## src/rtl/imm_gen_pipe_if.sv

```systemverilog
// Handshake bundle for imm_gen_pipe: decode-side request and execute-side result.
// The master modport drives requests and result acceptance; the slave is the generator.
interface imm_gen_pipe_if #(
  parameter int IN_W  = 16,
  parameter int OUT_W = 32
);
  logic             in_valid;
  logic             in_ready;
  logic [2:0]       mode;
  logic [IN_W-1:0]  imm_in;
  logic             out_valid;
  logic             out_ready;
  logic [OUT_W-1:0] imm_out;
  logic             prefix_pending;

  modport master (
    output in_valid, mode, imm_in, out_ready,
    input  in_ready, out_valid, imm_out, prefix_pending
  );

  modport slave (
    input  in_valid, mode, imm_in, out_ready,
    output in_ready, out_valid, imm_out, prefix_pending
  );
endinterface

```

## src/rtl/imm_gen_pipe.sv

```systemverilog
// Registered immediate generator (SEXT/ZEXT/HI/BR) with a PREFIX op supplying upper bits.
// Optional err output is enabled by defining IMM_GEN_ERR_EN.
module imm_gen_pipe #(
  parameter int IN_W     = 16,
  parameter int OUT_W    = 32,
  parameter int BR_SHIFT = 1
) (
  input  logic          clk,
  input  logic          rst_n,
  input  logic          flush,
  imm_gen_pipe_if.slave bus
`ifdef IMM_GEN_ERR_EN
  ,
  output logic          err
`endif
);

  localparam int E = OUT_W - IN_W;

  typedef enum logic {IDLE, HELD} state_t;
  typedef enum logic [2:0] {
    M_SEXT   = 3'd0,
    M_ZEXT   = 3'd1,
    M_HI     = 3'd2,
    M_BR     = 3'd3,
    M_PREFIX = 3'd4
  } mode_t;

  state_t           state;
  logic [IN_W-1:0]  prefix_q;
  logic             out_valid_q;
  logic [OUT_W-1:0] imm_q;

  logic             accept;
  logic             pending;
  logic             is_prefix;
  logic             is_rsvd;
  logic [OUT_W-1:0] sext_v;
  logic [OUT_W-1:0] zext_v;
  logic [OUT_W-1:0] pfx_v;
  logic [OUT_W-1:0] hi_v;
  logic [OUT_W-1:0] base_v;
  logic [OUT_W-1:0] next_imm;

  assign pending            = (state == HELD);
  assign bus.in_ready       = !flush && (!out_valid_q || bus.out_ready);
  assign bus.out_valid      = out_valid_q;
  assign bus.imm_out        = imm_q;
  assign bus.prefix_pending = pending;

  assign accept    = bus.in_valid && bus.in_ready;
  assign is_prefix = (bus.mode == M_PREFIX);
  assign is_rsvd   = (bus.mode > M_PREFIX);

  assign sext_v = {{E{bus.imm_in[IN_W-1]}}, bus.imm_in};
  assign zext_v = {{E{1'b0}}, bus.imm_in};
  assign pfx_v  = {prefix_q[E-1:0], bus.imm_in};
  assign hi_v   = {bus.imm_in, {E{1'b0}}};

  // A pending prefix replaces the extension bits for SEXT/ZEXT/BR; HI ignores it.
  always_comb begin
    base_v   = pending ? pfx_v : sext_v;
    next_imm = base_v;
    case (bus.mode)
      M_ZEXT:  next_imm = pending ? pfx_v : zext_v;
      M_HI:    next_imm = hi_v;
      M_BR:    next_imm = base_v << BR_SHIFT;
      default: next_imm = base_v;
    endcase
  end

  always_ff @(posedge clk or negedge rst_n) begin
    if (!rst_n) begin
      state       <= IDLE;
      prefix_q    <= '0;
      out_valid_q <= 1'b0;
      imm_q       <= '0;
    end else if (flush) begin
      state       <= IDLE;
      out_valid_q <= 1'b0;
    end else if (accept) begin
      if (is_prefix) begin
        // Accept implies any held result was consumed this edge.
        prefix_q    <= bus.imm_in;
        state       <= HELD;
        out_valid_q <= 1'b0;
      end else begin
        imm_q       <= next_imm;
        out_valid_q <= 1'b1;
        state       <= IDLE;
      end
    end else if (bus.out_ready) begin
      out_valid_q <= 1'b0;
    end
  end

`ifdef IMM_GEN_ERR_EN
  always_ff @(posedge clk or negedge rst_n) begin
    if (!rst_n) begin
      err <= 1'b0;
    end else begin
      err <= (flush && pending) ||
             (accept && ((is_prefix && pending) || is_rsvd));
    end
  end
`endif

endmodule

```

## src/flat_wrapper.sv

```systemverilog
// flat-port wrapper written by rule: the top's interface ports become plain ports
module imm_gen_pipe_flat 
#(
  parameter int IN_W     = 16,
  parameter int OUT_W    = 32,
  parameter int BR_SHIFT = 1
)
  (clk, rst_n, flush, bus_in_valid, bus_mode, bus_imm_in, bus_out_ready, bus_in_ready, bus_out_valid, bus_imm_out, bus_prefix_pending);
  imm_gen_pipe_if #(.IN_W(IN_W), .OUT_W(OUT_W)) bus_i ();
  input  logic clk;
  input  logic rst_n;
  input  logic flush;
  input wire logic [$bits(bus_i.in_valid)-1:0] bus_in_valid;
  input wire logic [$bits(bus_i.mode)-1:0] bus_mode;
  input wire logic [$bits(bus_i.imm_in)-1:0] bus_imm_in;
  input wire logic [$bits(bus_i.out_ready)-1:0] bus_out_ready;
  output wire logic [$bits(bus_i.in_ready)-1:0] bus_in_ready;
  output wire logic [$bits(bus_i.out_valid)-1:0] bus_out_valid;
  output wire logic [$bits(bus_i.imm_out)-1:0] bus_imm_out;
  output wire logic [$bits(bus_i.prefix_pending)-1:0] bus_prefix_pending;
  assign bus_i.in_valid = bus_in_valid;
  assign bus_i.mode = bus_mode;
  assign bus_i.imm_in = bus_imm_in;
  assign bus_i.out_ready = bus_out_ready;
  assign bus_in_ready = bus_i.in_ready;
  assign bus_out_valid = bus_i.out_valid;
  assign bus_imm_out = bus_i.imm_out;
  assign bus_prefix_pending = bus_i.prefix_pending;
  imm_gen_pipe #(.IN_W(IN_W), .OUT_W(OUT_W), .BR_SHIFT(BR_SHIFT)) u_core (.clk(clk), .rst_n(rst_n), .flush(flush), .bus(bus_i));
endmodule
```

## config.mk

```make
export PLATFORM = sky130hd
export DESIGN_NAME = imm_gen_pipe_flat
export DESIGN_NICKNAME = d
export VERILOG_FILES = /design/src/rtl/imm_gen_pipe_if.sv /design/src/rtl/imm_gen_pipe.sv /design/src/flat_wrapper.sv
export SDC_FILE = /design/constraint.sdc
export NUM_CORES = 1
export LEC_CHECK = 0
export ABC_AREA = 1
export CAP_MARGIN = 10
export CORE_MARGIN = 2
export CORE_UTILIZATION = 53
export CTS_BUF_LIST = sky130_fd_sc_hd__clkbuf_2
export DETAILED_ROUTE_END_ITERATION = 8
export PLACE_DENSITY = 0.83
export SLEW_MARGIN = 20
export SYNTH_ARGS = -nofsm -noshare
export SYNTH_HDL_FRONTEND = slang
export SYNTH_SLANG_ARGS = --single-unit
```

## constraint.sdc

```tcl
create_clock -name clk -period 1.4 [get_ports clk]
set_input_delay 0.21 -clock clk [delete_from_list [all_inputs] [get_ports clk]]
set_output_delay 0.21 -clock clk [all_outputs]
set_load 0.1 [all_outputs]
```

Word-level counts from Yosys, hierarchy flattened
Index checks and enable logic that the tools add are counted.
{"block": "word_totals", "register_bits": 50, "out_inout_bits": 35, "word_cells": 29}
{"block": "op_classes", "n_eq_ne": 4, "n_mux": 10, "bitwise": 2, "n_reduce_logical": 9}
{"operator": "32-bit one-hot mux with 3 select lines", "n": 1}
{"operator": "32-bit 2-to-1 mux", "n": 2}
{"operator": "1-bit 2-to-1 mux", "n": 7}
{"operator": "3-bit by 2-bit equality test with 1-bit output (second input constant)", "n": 2}
{"operator": "3-bit AND reduction", "n": 2}
{"operator": "3-bit by 1-bit equality test with 1-bit output (second input constant)", "n": 1}
{"operator": "3-bit equality test (second input constant)", "n": 1}
{"operator": "3-bit nonzero test", "n": 1}
{"operator": "1-bit logical AND", "n": 2}
{"operator": "1-bit zero test", "n": 2}
{"operator": "1-bit NOT", "n": 2}
{"operator": "2-bit nonzero test", "n": 1}
{"operator": "1-bit logical OR", "n": 1}

Logic depth before layout (Yosys ltp)
{"block": "logic_depth", "depth_word": 6, "ltp_mapped": 9}

Least setup slack after synthesis
No wires, ideal clock.
{"block": "synth_path", "path_type": "register -> register", "start": "register u_core.out_valid_q (netlist: u_core.bus.out_valid)", "end": "register u_core.imm_q[19] (netlist: u_core.bus.imm_out[19])", "setup_time_ns": 0.120, "arrival_ns": 2.584, "setup_slack_ns": -1.304, "path_stages_with_launch": 6, "path_buffers": 1, "synth_period_minus_slack_ns": 2.704, "path_cell_list": "dfrtp_1 a21oi_2 nand3_1 clkbuf_1 nand2_1 nand2_1"}
{"block": "synth_between", "elab_chain_cells": 5}
{"item": "from (decl)", "line_no": "imm_gen_pipe.sv:31", "text": "logic out_valid_q;"}
{"item": "from (signal assigned)", "line_no": "imm_gen_pipe.sv:76", "text": "out_valid_q <= 1'b0;"}
{"item": "from (signal assigned)", "line_no": "imm_gen_pipe.sv:80", "text": "out_valid_q <= 1'b0;"}
{"item": "from (signal assigned)", "line_no": "imm_gen_pipe.sv:86", "text": "out_valid_q <= 1'b0;"}
{"item": "1-bit zero test", "line_no": "imm_gen_pipe.sv:46", "text": "assign bus.in_ready = !flush && (!out_valid_q || bus.out_ready);"}
{"item": "1-bit logical OR", "line_no": "imm_gen_pipe.sv:46"}
{"item": "1-bit logical AND", "line_no": "imm_gen_pipe.sv:46"}
{"item": "named net bus_in_ready", "line_no": "flat_wrapper.sv:17", "text": "output wire logic [$bits(bus_i.in_ready)-1:0] bus_in_ready;"}
{"item": "1-bit logical AND", "line_no": "imm_gen_pipe.sv:51", "text": "assign accept = bus.in_valid && bus.in_ready;"}
{"item": "3-bit AND reduction (no line)"}
{"item": "to (signal assigned)", "line_no": "imm_gen_pipe.sv:88", "text": "imm_q <= next_imm;"}
{"item": "to (decl)", "line_no": "imm_gen_pipe.sv:32", "text": "logic [OUT_W-1:0] imm_q;"}
The timed path passes the listed nets, and every way through them passes these cells.
A chain may end at the register's enable or synchronous reset.

Worst setup path in the final report
{"block": "layout_path", "start": "register u_core.out_valid_q (netlist: u_core.bus.out_valid)", "end": "output port bus_in_ready"}
{"block": "layout_between", "elab_chain_cells": 3}
{"item": "1-bit zero test", "line_no": "imm_gen_pipe.sv:46"}
{"item": "1-bit logical OR", "line_no": "imm_gen_pipe.sv:46"}
{"item": "1-bit logical AND", "line_no": "imm_gen_pipe.sv:46"}
{"item": "to (decl)", "line_no": "flat_wrapper.sv:17"}
Every way passes these cells.

==> insert_results.sql <==
INSERT INTO impl_metrics (metric_group, metric, value, unit) VALUES
('finish', 'layout-area-overhead-vs-synth', '50.1', '%'),
('sta', 'fin_tns_setup', '-3.45', 'ns'),
('power', 'irDropWorstVdd', '0.975', 'mV'),
('synth', 'postSynthCellCount', '402', ''),
('setup_path', 'critical_path_maximum_fanout', '2', ''),
('floorplanning', 'chipHeight', '75.7', 'µm'),
('synth', 'synth.yosys.seq_area_share', '0.460', ''),
('synth', 'post_synth_num_cell_types', '18', ''),
('status', 'outcome', 'finished, violations left', ''),
('sta', 'skew', '0.0352', 'ns'),
('sta', 'post-route-min-period', '1.70', 'ns'),
('route', 'remaining_drc_errors', '0', ''),
('route', 'drt.antenna.violating_nets', '0', ''),
('placed_design', 'placed_inst_area', '3960', 'µm²'),
('sta', 'timing.hold.ws', '0.0108', 'ns'),
('sta', 'final_critical_path_setup_slack', '-0.296', 'ns'),
('floorplanning', 'io_pins', '59', ''),
('clocking', 'clock-sinks', '50', ''),
('finish', 'layout.cells.most_common', 'nand2_1', ''),
('clocking', 'worst_skew_late_latency', '0.48', 'ns'),
('floorplanning', 'initial_core_util', '0.540', ''),
('sta', 'finalSetupViolations', '52', ''),
('global_routing', 'grt_start_max_net_pins', '33', ''),
('placed_design', 'hpwl', '6.17', 'mm'),
('global_routing', 'gr-usage-met2', '0.524', ''),
('setup_path', 'setup.worst_path.end_class', 'output port', ''),
('global_routing', 'grt_first_pass_wirelength', '13.5', 'mm'),
('global_routing', 'grt.met1_usage', '0.398', ''),
('finish', 'layout_cell_share_with_drive_strength_beyond_1', '0.186', ''),
('finish', 'most-common-layout-cells', '187 x nand2_1, 48 x dfrtp_1, 42 x buf_12', ''),
('global_routing', 'grt_pass1_vias', '2912', ''),
('global_routing', 'routing_usage_on_met3', '0.0569', ''),
('power', 'clock_power_share', '0.122', ''),
('power', 'p_leak', '2.21', 'nW'),
('floorplanning', 'core_area', '5040', 'µm²'),
('finish', 'num-nets-final', '506', ''),
('sta', 'tightestPinTransition', '0.301', 'ns'),
('route', 'routed-via-count', '3008', ''),
('placed_design', 'port_buffers', '58', ''),
('power', 'areal_power_density_over_the_cells', '1350', 'nW/µm²'),
('setup_path', 'critical_path.cell_chain', 'a21oi_4 -> buf_6 -> buf_12', ''),
('status', 'failing_checks', 'negative setup slack', ''),
('placed_design', 'place_ws', '-0.365', 'ns'),
('power', 'power_switching_share', '0.480', ''),
('route', 'viasPerCell', '5.44', ''),
('route', 'route.detailed.wl_per_inst', '15.4', 'µm'),
('sta', 'min_period_over_period', '1.21', ''),
('route', 'first_iter_violations', '230', ''),
('synth', 'syn-cell-area', '2720', 'µm²'),
('setup_path', 'critPathTopFamily', 'flip-flops', ''),
('sta', 'slew_margin_rel', '0.799', ''),
('sta', 'grt_setup_unrepaired', 'true', ''),
('power', 'reg_power_frac', '0.360', ''),
('floorplanning', 'design.die.area', '5730', 'µm²'),
('clocking', 'cts_root_buf', 'clkbuf_2', ''),
('setup_path', 'critical_path_required', '1.19', 'ns'),
('route', 'firstDrtPassIters', '5', ''),
('power', 'design_power_total', '5.51', 'mW'),
('synth', 'synth.net_count', '426', ''),
('power', 'p_int', '2.86', 'mW'),
('setup_path', 'critical_path.max_stage_delay', '0.57', 'ns'),
('clocking', 'cts-buffers-inserted', '5', ''),
('sta', 'timing_max_transition_violations_final', '0', ''),
('route', 'wl', '8.52', 'mm'),
('finish', 'finish.instance_area', '4090', 'µm²'),
('global_routing', 'gr-usage-all-layers', '0.315', ''),
('setup_path', 'critical_path.slowest_cell', 'dfrtp_4', ''),
('sta', 'max_clock_freq', '590', 'MHz'),
('global_routing', 'global_route.peak_usage_layer', 'met2', ''),
('clocking', 'clk_transition_reported_paths', '0.29', 'ns'),
('finish', 'layout.filler_cells', '320', '');
[through the flow]
step | std cells | util
floorplan | 402 | -
finish | 553 | 0.811
global placement | 538 | 0.786
global route | 553 | 0.811
CTS | 553 | 0.809
detailed placement | 538 | 0.786
[path summary, 6_finish.rpt]
| check | startpoint | endpoint | slack [ns] | depth (start not counted) |
|---|---|---|---|---|
| max | u_core.bus.out_valid | bus_in_ready | -0.30 | 3 |
| max in group asynchronous | rst_n | u_core.bus.imm_out[22] | 0.94 | 3 |
| min in group clk | bus_imm_in[0] | u_core.prefix_q[0] | 0.36 | 3 |
| min reg2reg | u_core.prefix_q[4] | u_core.prefix_q[4] | 0.53 | 2 |
| max reg2reg | u_core.bus.out_valid | u_core.bus.imm_out[30] | -0.15 | 7 |
| min | rst_n | u_core.bus.out_valid | 0.01 | 2 |
[area by class of cell]
cell class                 count  area (µm²)  share of cell area
inverter                      38         148              0.0361
clock inverter                 3        28.8             0.00704
sequential                    50        1260               0.307
timing repair buffer          93        1290               0.316
tap                           70        87.6              0.0214
clock buffer                   5        25.0             0.00612
multi-input combinational    294        1250               0.305
[cells in the mapped netlist (all sizes together)]
| cell | count | area share |
|---|---|---|
| o22ai | 13 | 0.030 |
| nor2 | 37 | 0.056 |
| inv | 38 | 0.052 |
| clkbuf | 4 | 0.0055 |
| o21ai | 32 | 0.059 |
| nand3b | 1 | 0.0028 |
| nand2 | 189 | 0.26 |
| a21oi | 2 | 0.0051 |
| dfrtp | 50 | 0.46 |
| buf | 16 | 0.031 |
| nand3 | 20 | 0.037 |
[sequential cells by signal (all words and copies together) (netlist names)]
| register | cells |
|---|---|
| u_core.bus.imm_out | 32 |
| u_core.prefix_q | 16 |
| u_core.bus.out_valid | 1 |
| u_core.bus.prefix_pending | 1 |
[per-layer routing]
metal  vias up  share of wire
met4         0          0.037
met3        40          0.070
li1       1410              -
met5         -              0
met2       166           0.50
met1      1392           0.40
[cells by family (layout without fill, tap and decap cells)]
group	count (synthesis)	after routing	share of synthesized area
and+or+nand+nor	247	247	0.358
buffers and inverters	58	139	0.0892
DFF	50	50	0.460
AOI/OAI and AO/OA	47	47	0.0938
[power by group through the flow]
stage,Clock [mW],Sequential [mW],Combinational [mW]
2_1_floorplan,0,3.14,0.486
3_3_place_gp,0,1.99,2.76
3_5_place_dp,0,2.01,2.80
4_1_cts,0.670,1.98,2.83
5_1_grt,0.717,2.01,2.98
6_report,0.674,1.98,2.85
[worst reg2reg max path, stage by stage (launching register included)]
cell and delay (ns):
dfrtp_4 0.57, a21oi_4 0.16, buf_4 0.16, nand3_4 0.16, buf_12 0.21, nor2_1 0.09, nand2_1 0.08, nand2_1 0.09
[what timing repair did]
item	in CTS	in global routing
gates resized for setup	3	2
endpoints found under the hold margin	50	0
setup buffers	6	0
pin swaps	1	1
hold buffers	1	0
setup endpoints to repair	13	57
No activity file was read; power rests on OpenSTA's default activity.
